--- src/rtl/sarlock_pkg.sv ---
// Shared definitions for the SAR-lock key path: default key width, loader states,
// and the all-zero key driven while the core is locked.
package sarlock_pkg;

  localparam int unsigned KEY_W_DEF = 8;

  typedef enum logic [2:0] {
    IDLE  = 3'd0,
    SHIFT = 3'd1,
    PAR   = 3'd2,
    CHECK = 3'd3,
    ERR   = 3'd4
  } loader_state_t;

  localparam logic [KEY_W_DEF-1:0] ZERO_KEY = '0;

endpackage

--- src/rtl/sarlock_timeout_ctr.sv ---
// Saturating idle-cycle counter for the key loader; o_hit flags that TIMEOUT idle
// cycles have elapsed. TIMEOUT = 0 disables the hit entirely.
module sarlock_timeout_ctr #(
  parameter int unsigned TIMEOUT = 64
) (
  input  logic clk,
  input  logic rst_n,
  input  logic i_clear,
  input  logic i_inc,
  output logic o_hit
);

  localparam int unsigned CW = (TIMEOUT < 1) ? 1 : $clog2(TIMEOUT + 1);

  logic [CW-1:0] r_cnt;
  logic          w_at_max;

  assign w_at_max = (r_cnt == CW'(TIMEOUT));

  always_ff @(posedge clk or negedge rst_n) begin
    if (!rst_n) begin
      r_cnt <= '0;
    end else if (i_clear) begin
      r_cnt <= '0;
    end else if (i_inc && !w_at_max) begin
      r_cnt <= r_cnt + 1'b1;
    end
  end

  assign o_hit = (TIMEOUT != 0) && w_at_max;

endmodule

--- src/rtl/sarlock_key_loader.sv ---
// Serial key loader for the SAR-locked core: shifts in KEY_W bits plus an even-parity
// bit over valid/ready and commits the key only when parity checks.
import sarlock_pkg::*;

module sarlock_key_loader #(
  parameter int unsigned KEY_W   = KEY_W_DEF,
  parameter int unsigned TIMEOUT = 64
) (
  input  logic             clk,
  input  logic             rst_n,
  input  logic             start,
  input  logic             sdata,
  input  logic             svalid,
  output logic             sready,
  output logic [KEY_W-1:0] key_out,
  output logic             key_valid,
  output logic             busy,
  output logic             err
);

  localparam int unsigned CNT_W = $clog2(KEY_W + 1);

  loader_state_t    r_state;
  loader_state_t    w_next;
  logic [KEY_W-1:0] r_shadow;
  logic [CNT_W-1:0] r_cnt;
  logic             r_par;
  logic             w_hs;
  logic             w_hit;
  logic             w_restart;
  logic             w_par_ok;
  logic             w_last_bit;

  // sready/busy come from the state register only, so no input reaches them combinationally.
  assign sready     = (r_state == SHIFT) || (r_state == PAR);
  assign busy       = sready || (r_state == CHECK);
  assign w_hs       = svalid && sready;
  assign w_restart  = start && (r_state != CHECK);
  assign w_par_ok   = ((^r_shadow) == r_par);
  assign w_last_bit = (r_cnt == CNT_W'(KEY_W - 1));

  sarlock_timeout_ctr #(
    .TIMEOUT (TIMEOUT)
  ) u_tmo (
    .clk     (clk),
    .rst_n   (rst_n),
    .i_clear (!sready || w_hs || start),
    .i_inc   (sready && !w_hs),
    .o_hit   (w_hit)
  );

  always_ff @(posedge clk or negedge rst_n) begin
    if (!rst_n) begin
      r_state <= IDLE;
    end else begin
      r_state <= w_next;
    end
  end

  always_comb begin
    w_next = r_state;
    case (r_state)
      IDLE: begin
        if (start) w_next = SHIFT;
      end
      SHIFT: begin
        if (start)                   w_next = SHIFT;
        else if (w_hit)              w_next = ERR;
        else if (w_hs && w_last_bit) w_next = PAR;
      end
      PAR: begin
        if (start)      w_next = SHIFT;
        else if (w_hit) w_next = ERR;
        else if (w_hs)  w_next = CHECK;
      end
      CHECK: begin
        w_next = w_par_ok ? IDLE : ERR;
      end
      ERR: begin
        if (start) w_next = SHIFT;
      end
      default: w_next = IDLE;
    endcase
  end

  always_ff @(posedge clk or negedge rst_n) begin
    if (!rst_n) begin
      r_shadow <= '0;
      r_cnt    <= '0;
      r_par    <= 1'b0;
    end else if (w_restart) begin
      r_shadow <= '0;
      r_cnt    <= '0;
    end else if (w_hs) begin
      if (r_state == SHIFT) begin
        r_shadow <= {r_shadow[KEY_W-2:0], sdata};
        if (r_cnt != CNT_W'(KEY_W)) r_cnt <= r_cnt + 1'b1;
      end else begin
        r_par <= sdata;
      end
    end
  end

  // The previously committed key survives a new load until CHECK or a timeout.
  always_ff @(posedge clk or negedge rst_n) begin
    if (!rst_n) begin
      key_out   <= '0;
      key_valid <= 1'b0;
      err       <= 1'b0;
    end else if (r_state == CHECK) begin
      if (w_par_ok) begin
        key_out   <= r_shadow;
        key_valid <= 1'b1;
      end else begin
        key_out   <= '0;
        key_valid <= 1'b0;
        err       <= 1'b1;
      end
    end else if (w_restart) begin
      err <= 1'b0;
    end else if (sready && w_hit) begin
      key_out   <= '0;
      key_valid <= 1'b0;
      err       <= 1'b1;
    end
  end

endmodule
--- config.mk ---
export PLATFORM = sky130hd
export DESIGN_NAME = sarlock_key_loader
export DESIGN_NICKNAME = d
export VERILOG_FILES = /design/src/rtl/sarlock_pkg.sv /design/src/rtl/sarlock_timeout_ctr.sv /design/src/rtl/sarlock_key_loader.sv
export SDC_FILE = /design/constraint.sdc
export NUM_CORES = 1
export LEC_CHECK = 0
export ABC_AREA = 1
export CAP_MARGIN = 20
export CORE_MARGIN = 10
export CORE_UTILIZATION = 40
export DETAILED_ROUTE_END_ITERATION = 10
export GPL_ROUTABILITY_DRIVEN = 0
export SLEW_MARGIN = 25
export SYNTH_ARGS = -nofsm -noshare
export SYNTH_HDL_FRONTEND = slang
export SYNTH_SLANG_ARGS = --single-unit
--- constraint.sdc ---
create_clock -name clk -period 2.19 [get_ports clk]
set_input_delay 0.3285 -clock clk [delete_from_list [all_inputs] [get_ports clk]]
set_output_delay 0.3285 -clock clk [all_outputs]
set_load 0.02 [all_outputs]
==> impl_metrics.tcl <==
set metrics [dict create \
    final-hold-violation-count 0 \
    reported_max_cap_violation_count 0 \
    finalNonFillerCells 292 \
    cts_tree "done" \
    synth_fp_nets 226 \
    totalWireLength_mm 3.52 \
    fin_worst_skew_ns 0.00402 \
    post_drt_wl_per_cell_microns 12.1 \
    dp.final_hpwl_mm 2.69 \
    r2r_slack_ns 0.49 \
    setup.worst_path.end_class "primary output" \
    grt_pass1_vias 1307 \
    finalCritPeriodShare 0.843 \
    vdd_ir_drop_max_uv 570 \
    count_of_inserted_antenna_diode_cells 0 \
    cp_data_required_time_ns 1.86 \
    num_vias 1407 \
    worstSetupPathType "flop to primary output" \
    dieArea_sq_um 7220 \
    syn_avg_cell_area_sq_um 7.78 \
    slew_headroom 0.715 \
    max-clock-path-buffers 2 \
    setup_viol 0 \
    post_route_cells_drive_above_1_share 0.0702 \
    ant_nets 0 \
    setup.worst_path.start_class "flop" \
    dieWidth_microns 85.0 \
    area.sequential_sq_um 826 \
    cellPowerDensity_nw_per_um2 1080 \
    numCtsBuffers 5 \
    power_frac_seq 0.370 \
    floorplan.rows 23 \
    netlist_instances 217 \
    nFillCells 416 \
    antenna_found_initial 0 \
    critPathMaxFanout 4 \
    synth_sequential_area_ratio 0.489 \
    slowest_delay_ns 0.54 \
    grt_max_degree 34 \
    preCtsSetupSlack_ns 0.388 \
    htree_num_levels 2 \
    rsz0062_at_grt "false" \
    commonest_cells_after_routing_fill_and_taps_aside "sky130_fd_sc_hd__nand2_1, sky130_fd_sc_hd__inv_1, sky130_fd_sc_hd__dfrtp_1" \
    final_nets 250 \
    floorplan.initialDensity 0.419 \
    tritoncts_num_sinks 33 \
    grt.overflow.total 0 \
    clk_root_buffer_cell "sky130_fd_sc_hd__clkbuf_8" \
    internal-power_w 0.00135 \
    capture_point_of_the_worst_reg_to_reg_path "key_out[5]" \
    run_status "finished clean" \
    post-route-drc-count 0 \
    mostFrequentLayoutCell "sky130_fd_sc_hd__nand2_1" \
    clk_pin_slew_ns 0.07 \
    clock_period_minus_worst_slack_ns 1.85 \
    post-route-util 0.502 \
    fraction_of_power_spent_switching_nets 0.384 \
    fmaxAchievable_ghz 0.542 \
    syn_to_final_growth_pct 19.9 \
    grt_pass1_wl_mm 5.82 \
    core_box_area_sq_um 4030 \
    leakage_power_total_nw 1.00 \
    grt_util_all_layers 0.0971 \
    worstHoldPathType "input port to async pin" \
    clock_insertion_delay_worst_skew_ns 0.28 \
    clockPowerShare 0.225 \
    p_sw_w 0.000842 \
    syn_area_sq_um 1690 \
    multiInputGateArea_sq_um 714 \
    reg2reg_depth 11 \
    actual_transition_at_the_worst_max_transition_pin_ns 0.428 \
    netlist-cell-type-count 21 \
    detail_route.iter0.violations 57 \
    place.detailed.instances 284 \
    cp_slowest_cell "sky130_fd_sc_hd__clkdlybuf4s50_1" \
    path_cells "nor2_1, nor2_1, clkdlybuf4s50_1" \
    drt-pass1-iter-count 4 \
    critical_path.reg2reg.startpoint "u_tmo.r_cnt[0]" \
    critPathBufInv 1 \
    cp.arrival_ns 1.52 \
    port_buffer_count 16 \
    post_cts.repair.setup_buffers 0 \
    die_h_microns 85.0 \
    report.final.slew_viol_count 0 \
    postLayoutSetupSlackWorst_ns 0.344 \
    ys_warn_count 0 \
    worstSetupStartpoint "r_state[1]" \
    finalSetupTns_ns 0 \
    io-pin-count 17 \
    comb_power_share 0.405 \
    critical-path-top-delay-family "buffers and inverters" \
    most_used_cell_along_the_critical_path "sky130_fd_sc_hd__nor2_1" \
    viasPerCell 4.82 \
    ys_seq_elements 33 \
]
worst max-delay path by stage:
stage,to,slack [ns],cells after the start
2_1_floorplan,key_out[0],0.63,11
6_report,busy,0.34,3
3_3_place_gp,r_shadow[7],0.40,6
3_5_place_dp,r_shadow[2],0.39,6
5_1_grt,key_out[1],0.21,11
4_1_cts,sready,0.08,4
state kept, by name, indices dropped and copies added (netlist names):
name / flops
key_out: 8
u_tmo.r_cnt: 7
err: 1
r_state: 3
r_shadow: 8
key_valid: 1
r_par: 1
r_cnt: 4
power groups by stage:
stage / clock, W / sequential, W / combinational [W]
finish: 0.000493 / 0.000813 / 0.000889
global route: 0.000535 / 0.000831 / 0.000989
CTS: 0.000509 / 0.000815 / 0.000903
detailed placement: 0 / 0.000823 / 0.000903
global placement: 0 / 0.000821 / 0.000898
floorplan: 0 / 0.000884 / 0.000504
cell usage after synthesis, drive strengths merged:
cell type | count | area share
a31oi | 2 | 0.016
nor3 | 10 | 0.036
nand2 | 66 | 0.15
o21bai | 1 | 0.0044
nor2 | 8 | 0.018
and3 | 1 | 0.0037
ha | 4 | 0.030
o22ai | 8 | 0.030
nand4 | 1 | 0.0037
o21ai | 21 | 0.064
inv | 38 | 0.085
a211oi | 1 | 0.0044
dfrtp | 33 | 0.49
nand3 | 17 | 0.050
buf | 1 | 0.0030
a21oi | 5 | 0.015
kinds of logic after synthesis:
family	synth area share
buf+inv	0.0875
compound gates	0.134
flops	0.489
fa+ha+maj	0.0297
simple gates	0.259
layer usage:
metal	global-route usage	vias up	share of wire	wire length, microns
met5	0	-	0	0
met4	0.0404	0	0.0077	27
li1	-	747	-	-
met1	0.120	642	0.49	1710
met3	0.0296	2	0.039	137
met2	0.153	16	0.47	1650
layout make-up:
class,count,share of cell area
repair buffers,18,0.0878
clock buffers,7,0.0476
multi-input cells,145,0.353
well taps,50,0.0309
flip-flops and latches,33,0.408
inverters,38,0.0705
clock inverters,1,0.00247
through the flow:
step	hold slack [ns]	instance area, sq um	power (W)
2_1_floorplan	0.0329	1690	0.00139
3_3_place_gp	0.448	1920	0.00172
3_5_place_dp	0.457	1920	0.00173
4_1_cts	0.468	2020	0.00223
5_1_grt	0.484	2020	0.00236
6_report	0.459	2020	0.00220
repair_timing:
| action | in CTS | in global routing |
|---|---|---|
| gates resized for setup | 0 | 1 |
| endpoints found under the setup margin | 0 | 1 |
| hold buffers | 0 | 0 |
(Power assumes the default switching activity.)
